[config.mk]
export PLATFORM = sky130hd
export DESIGN_NAME = cacheline_arbiter
export DESIGN_NICKNAME = d
export VERILOG_FILES = /design/src/rtl/cacheline_arbiter_pkg.sv /design/src/rtl/arb_port_mux.sv /design/src/rtl/cacheline_arbiter.sv
export SDC_FILE = /design/constraint.sdc
export NUM_CORES = 1
export LEC_CHECK = 0
export BUFFER_PORTS_ARGS = -buffer_cell sky130_fd_sc_hd__buf_2
export CAP_MARGIN = 20
export CORE_AREA = 5 5 641 643
export DETAILED_ROUTE_END_ITERATION = 10
export DIE_AREA = 0 0 646 648
export GPL_ROUTABILITY_DRIVEN = 0
export GPL_TIMING_DRIVEN = 1
export PLACE_DENSITY = 0.3
export SLEW_MARGIN = 10
export SYNTH_ARGS = -nofsm -noshare
export SYNTH_HDL_FRONTEND = slang
export SYNTH_SLANG_ARGS = --single-unit
[constraint.sdc]
create_clock -name clk -period 3.5 [get_ports clk]
set_clock_uncertainty 0.15 [all_clocks]
set_input_delay 0.175 -clock clk [delete_from_list [all_inputs] [get_ports clk]]
set_output_delay 0.175 -clock clk [all_outputs]
set_load 0.02 [all_outputs]
[src/rtl/cacheline_arbiter_pkg.sv]
// Shared types and constants for the two-port cacheline arbiter.
package cacheline_arbiter_pkg;

    typedef enum logic [1:0] {
        IDLE    = 2'd0,
        SERVE   = 2'd1,
        RELEASE = 2'd2
    } arb_state_t;

    localparam logic PORT_I = 1'b0;
    localparam logic PORT_D = 1'b1;

endpackage

[src/rtl/arb_port_mux.sv]
// 2:1 selector of {address, write line} from the I-cache or D-cache port.
module arb_port_mux
    import cacheline_arbiter_pkg::*;
#(
    parameter int ADDR_W = 32,
    parameter int LINE_W = 256
) (
    input  logic              i_grant,
    input  logic [ADDR_W-1:0] i_c0_address,
    input  logic [LINE_W-1:0] i_c0_wdata,
    input  logic [ADDR_W-1:0] i_c1_address,
    input  logic [LINE_W-1:0] i_c1_wdata,
    output logic [ADDR_W-1:0] o_address,
    output logic [LINE_W-1:0] o_wdata
);

    always_comb begin
        o_address = i_c0_address;
        o_wdata   = i_c0_wdata;
        if (i_grant == PORT_D) begin
            o_address = i_c1_address;
            o_wdata   = i_c1_wdata;
        end
    end

endmodule

[src/rtl/cacheline_arbiter.sv]
// Round-robin arbiter sharing one cacheline adaptor between I-cache (port 0)
// and D-cache (port 1); one line transaction in flight at a time.
module cacheline_arbiter
    import cacheline_arbiter_pkg::*;
#(
    parameter int ADDR_W = 32,
    parameter int LINE_W = 256
) (
    input  logic              clk,
    input  logic              reset,
    input  logic [ADDR_W-1:0] c0_address,
    input  logic              c0_read,
    input  logic              c0_write,
    input  logic [LINE_W-1:0] c0_wdata,
    output logic [LINE_W-1:0] c0_rdata,
    output logic              c0_resp,
    input  logic [ADDR_W-1:0] c1_address,
    input  logic              c1_read,
    input  logic              c1_write,
    input  logic [LINE_W-1:0] c1_wdata,
    output logic [LINE_W-1:0] c1_rdata,
    output logic              c1_resp,
    output logic [ADDR_W-1:0] mem_address,
    output logic [LINE_W-1:0] mem_wdata,
    output logic              mem_read,
    output logic              mem_write,
    input  logic [LINE_W-1:0] mem_rdata,
    input  logic              mem_resp,
    output arb_state_t        dbg_state
);

    // Cache side: level requests held until cX_resp. Adaptor side: mem_read /
    // mem_write held until the one-cycle mem_resp pulse, then dropped for one
    // RELEASE cycle before the next arbitration.
    arb_state_t r_state;
    logic       r_grant;
    logic       r_last;
    logic       r_op_write;
    logic       r_mem_read;
    logic       r_mem_write;

    logic w_req0;
    logic w_req1;
    logic w_pick;
    logic w_pick_write;
    logic w_done;

    assign w_req0 = c0_read | c0_write;
    assign w_req1 = c1_read | c1_write;
    // Tie goes to the port not served last; otherwise the lone requester.
    assign w_pick = (w_req0 & w_req1) ? ~r_last : w_req1;
    // Read wins if a port raises both read and write.
    assign w_pick_write = (w_pick == PORT_D) ? (c1_write & ~c1_read)
                                             : (c0_write & ~c0_read);
    assign w_done = (r_state == SERVE) & mem_resp;

    always_ff @(posedge clk or posedge reset) begin
        if (reset) begin
            r_state     <= IDLE;
            r_grant     <= PORT_I;
            r_last      <= PORT_D;
            r_op_write  <= 1'b0;
            r_mem_read  <= 1'b0;
            r_mem_write <= 1'b0;
        end else begin
            case (r_state)
                IDLE: begin
                    if (w_req0 | w_req1) begin
                        r_grant     <= w_pick;
                        r_op_write  <= w_pick_write;
                        r_mem_read  <= ~w_pick_write;
                        r_mem_write <= w_pick_write;
                        r_state     <= SERVE;
                    end
                end
                SERVE: begin
                    if (mem_resp) begin
                        r_last      <= r_grant;
                        r_mem_read  <= 1'b0;
                        r_mem_write <= 1'b0;
                        r_state     <= RELEASE;
                    end
                end
                RELEASE: begin
                    r_state <= IDLE;
                end
                default: begin
                    r_mem_read  <= 1'b0;
                    r_mem_write <= 1'b0;
                    r_state     <= IDLE;
                end
            endcase
        end
    end

    arb_port_mux #(
        .ADDR_W (ADDR_W),
        .LINE_W (LINE_W)
    ) u_mux (
        .i_grant      (r_grant),
        .i_c0_address (c0_address),
        .i_c0_wdata   (c0_wdata),
        .i_c1_address (c1_address),
        .i_c1_wdata   (c1_wdata),
        .o_address    (mem_address),
        .o_wdata      (mem_wdata)
    );

    assign mem_read  = r_mem_read;
    assign mem_write = r_mem_write;
    assign c0_rdata  = mem_rdata;
    assign c1_rdata  = mem_rdata;
    assign c0_resp   = w_done & (r_grant == PORT_I);
    assign c1_resp   = w_done & (r_grant == PORT_D);
    assign dbg_state = r_state;

endmodule

# Word level (Yosys, flattened, before mapping)
# Index checks and enable logic that the tools add are counted.
[word_totals] register_bits=6 input_bits=839 output_inout_bits=806
[op_classes] n_eq_ne=4 muxes=12 bitwise_logic=15 n_reduce_logical=5
[ops] op="256-bit 2-to-1 mux" n=1
[ops] op="32-bit 2-to-1 mux" n=1
[ops] op="1-bit AND" n=6
[ops] op="1-bit NOT" n=6
[ops] op="1-bit case mux with 3 select lines" n=2
[ops] op="2-bit AND reduction" n=3
[ops] op="1-bit 2-to-1 mux" n=5
[ops] op="2-bit 2-to-1 mux" n=2
[ops] op="2-bit inequality test (second input constant)" n=2
[ops] op="2-bit case mux with 2 select lines" n=1
[ops] op="1-bit bitwise OR" n=3
[ops] op="3-bit AND reduction" n=1
[ops] op="2-bit by 1-bit equality test with 1-bit output (second input constant)" n=1
[ops] op="2-bit equality test (second input constant)" n=1
[ops] op="2-bit zero test" n=1

# Longest topological paths before layout
[logic_depth] ltp_word=7 ltp_mapped=4 ltp_nobuf=3

# By module
# A second synthesis with hierarchy kept.
[hier_totals] hier_cells=866 hier_area_um2=8515.7
[by_module_without_submodules] module="arb_port_mux" instances=1 cells_per_inst=320 area_each_um2=4320.4 seq_area_each_um2=0.0
[by_module_without_submodules] module="cacheline_arbiter" instances=1 cells_per_inst=546 area_each_um2=4195.3 seq_area_each_um2=151.4

# Worst setup path before layout
# No wires, ideal clock.
[synth_path] path_kind="register to output" startpoint="register r_grant" endpoint="output port c1_resp" arrival_ns=1.268 required_ns=3.175 path_slack_ns=1.907 stages_incl_launch_ff=5 n_path_buf=2 path_cell_list="dfrtp_1 > buf_2 > buf_2 > inv_1 > nor3_1"
[synth_between] elab_chain_len=1
[synth_lines] item="start: declaration" line="cacheline_arbiter.sv:36" source="logic r_grant;"
[synth_lines] item="start signal: assignment" line="cacheline_arbiter.sv:69" source="r_grant <= w_pick;"
[synth_lines] item="1-bit AND" line="cacheline_arbiter.sv:114" source="assign c1_resp = w_done & (r_grant == PORT_D);"
[synth_lines] item="end: declaration" line="cacheline_arbiter.sv:22" source="output logic c1_resp,"
# Every way passes these cells.

# Final worst setup path
[layout_path] startpoint="register r_grant" endpoint="output port mem_address[13]"
[layout_between] elab_chain_len=1
[layout_lines] item="32-bit 2-to-1 mux" line="arb_port_mux.sv:20" source="if (i_grant == PORT_D) begin"
[layout_lines] item="end: declaration" line="cacheline_arbiter.sv:23" source="output logic [ADDR_W-1:0] mem_address,"
# Every way passes these cells.

==> flow_summary.json <==
{
  "grt_pass1_wl_um": 319000,
  "placement.io_buffers": 876,
  "grt_pass1_vias": 8983,
  "cp_common_cell": "buf_12",
  "syn_to_final_growth_pct": 98.9,
  "fin_area_mm2": 0.0151,
  "total_power_w": 0.00760,
  "path_class": "reg2out",
  "critPathLaunchType": "register",
  "status": "complete, no violations",
  "yosysWarnings": 0,
  "die_w_um": 646,
  "rows": 234,
  "overflow": 0,
  "firstDrtPassIters": 5,
  "start_util_pct": 1.88,
  "hold_viol_final": 0,
  "synth.area.top_cells": "buf_4, mux2_2, buf_2, dfrtp_1, dfstp_2",
  "ys_seq_area_share_pct": 1.99,
  "post_cts_resized": 0,
  "grt_max_degree": 62,
  "period_minus_slack_ns": 2.63,
  "internal_power_w": 0.00261,
  "synth_seq_cells": 6,
  "tightest_slew_ns": 0.531,
  "core-area_mm2": 0.405,
  "max_stage_delay_ns": 0.74,
  "wl_per_cell_um": 44.8,
  "comb_power_share_pct": 94.7,
  "stdcell_count": 6686,
  "synthFlopType": "dfrtp_1",
  "syn_nets": 1706,
  "p_sw_w": 0.00499,
  "finalSetupViolCount": 0,
  "required_ns": 3.17,
  "fmax_mhz": 380,
  "hold_path_class": "in2reg",
  "vdd_ir_drop_max_v": 0.000263,
  "synth_edf_count": 0,
  "power.density_mw_per_mm2": 503,
  "critPathBufInv": 3,
  "cts_tree": "done",
  "via_per_inst": 1.53,
  "synth_area_leader_cell": "buf_4",
  "synth_top_area_share_pct": 50.6,
  "synthesis.area_mm2": 0.00760,
  "r2r-end": "mem_write",
  "swShare_pct": 65.6,
  "final-seq-area_um2": 155,
  "cp-end-kind": "output port",
  "drv_cap": 0,
  "htree_levels": 1,
  "clkPwrFrac_pct": 2.6,
  "rsz0062_at_grt": "no",
  "cts_num_sinks": 6,
  "worst_path_dominant_cell_family": "buffers and inverters",
  "avgSynthCellArea_um2": 8.77,
  "dieArea_mm2": 0.419,
  "synthTopCellsByCount": "buf_4, mux2_2, buf_2, dfrtp_1, inv_1",
  "timing.final.crit_share_pct": 75.3,
  "slew_violations": 0,
  "ant_nets": 0,
  "ff2ff_path_depth": 3,
  "numCtsBuffers": 3,
  "syn_inst": 867,
  "grt_usage_pct": 13.6,
  "vias": 10200,
  "pwr-share-seq_pct": 2.8,
  "synth_cell_types": 25,
  "arrival_ns": 2.31,
  "p_leak_nw": 4.84,
  "clkTransAtPathRegs_ns": 0.04,
  "antenna_found_initial": 331,
  "crit_path_cell_trace": "buf_12 -> buf_12 -> mux2_2 -> buf_2",
  "yosysMostFrequentCell": "buf_4",
  "ioPinCount": 1645,
  "multi_input_area_mm2": 0.00343,
  "drt_iter0_drc": 530,
  "slew_headroom_pct": 64.4,
  "placed_cell_area_mm2": 0.0149,
  "crit_fanout": 45,
  "fin_nets": 2055,
  "clockRootBuffer": "clkbuf_16",
  "fin_tns_setup_ns": 0,
  "fp.dieH_um": 648,
  "drt_wl_total_um": 300000,
  "drcViolationCount": 0,
  "async_reset_ff_share_pct": 100,
  "hold_path.startpoint": "mem_resp",
  "rrSetupSlack_ns": 1.91,
  "placedCellCount": 6638,
  "hold_end": "mem_write",
  "clock_latency_ns": 0.23,
  "min_path_cells": 4,
  "fill_cells": 48500,
  "dp_hpwl_um": 293000,
  "drive_gt1_share_pct": 97.5,
  "rr_startpoint": "r_last",
  "cts_max_path_buffers": 2,
  "slowest_stage": "dfrtp_4"
}
-- worst max-delay path by stage --
stage                 start              end  cells after the start
floorplan           r_grant          c1_resp                      4
global placement    r_grant   mem_wdata[192]                      4
detailed placement  r_grant  mem_address[13]                      4
CTS                 r_grant  mem_address[13]                      4
global route        r_grant  mem_address[10]                      4
finish              r_grant  mem_address[13]                      4
-- metrics by stage --
stage / hold WS [ns] / setup WS [ns] / util [%]
6_report: 0.143 / 0.865 / 3.74
5_1_grt: 0.177 / 0.804 / 3.72
4_1_cts: 0.148 / 0.848 / 3.71
3_5_place_dp: -0.0118 / 1.10 / 3.69
3_3_place_gp: -0.00681 / 1.10 / 3.69
2_1_floorplan: -0.185 / 1.91 / -
-- layout by cell type, fill, tap and decap left out, types with 2 or more instances in the layout --
master,Yosys,routed
buf_2,32,876
mux2_2,289,289
diode_2,0,43
buf_4,512,6
buf_12,0,5
inv_1,4,4
dfrtp_1,5,4
o21ai_0,3,3
clkbuf_16,0,3
nor2b_1,2,2
and3_1,2,2
nor3_1,2,2
-- what timing repair did --
item / in CTS / in global routing
hold buffers: 1 / 0
setup endpoints to repair: 0 / 0
setup buffers: 0 / 0
endpoints found under the hold margin: 5 / 0
-- cell type report --
cell class	count	area share, %
sequential	6	1.03
timing repair buffer	888	30.0
inverter	4	0.0993
multi-input combinational	313	22.7
tap	5428	44.9
antenna	43	0.712
clock buffer	4	0.521
-- worst min-delay path, cell delays in order --
cell	delay [ns]
buf_2	0.10
nor2b_1	0.05
nand3_1	0.07
o211ai_1	0.08
-- state kept, by name, indices dropped and copies added, names as in the netlist --
register and count:
r_grant 1, mem_read 1, mem_write 1, dbg_state 2, r_last 1
-- routing by layer --
layer / vias up / global-route usage (%) / share of wire [%]
li1: 3127 / - / -
met1: 4048 / 10.8 / 27
met2: 2235 / 22.5 / 46
met3: 685 / 15.6 / 25
met4: 132 / 1.59 / 2.4
met5: - / 0.675 / 0.41
-- logic make-up (layout without fill, tap and decap cells) --
family                 count (synthesis)  after routing  synth area share, %
buffers and inverters                548            896                 52.9
multiplexers                         290            290                 42.9
AND/OR/NAND/NOR                       15             15                 1.43
AO/OA/AOI/OAI                          8              8                0.757
flip-flops                             6              6                 1.99
other                                  0             43                    0
-- power by group through the flow --
stage | Sequential, W | Combinational [W] | Clock, W
6_report | 0.000210 | 0.00720 | 0.000195
5_1_grt | 0.000222 | 0.00758 | 0.000201
4_1_cts | 0.000215 | 0.00748 | 0.000196
3_5_place_dp | 0.000215 | 0.00745 | 0
3_3_place_gp | 0.000219 | 0.00746 | 0
2_1_floorplan | 0.000130 | 0.00441 | 0
(Power assumes the default switching activity.)
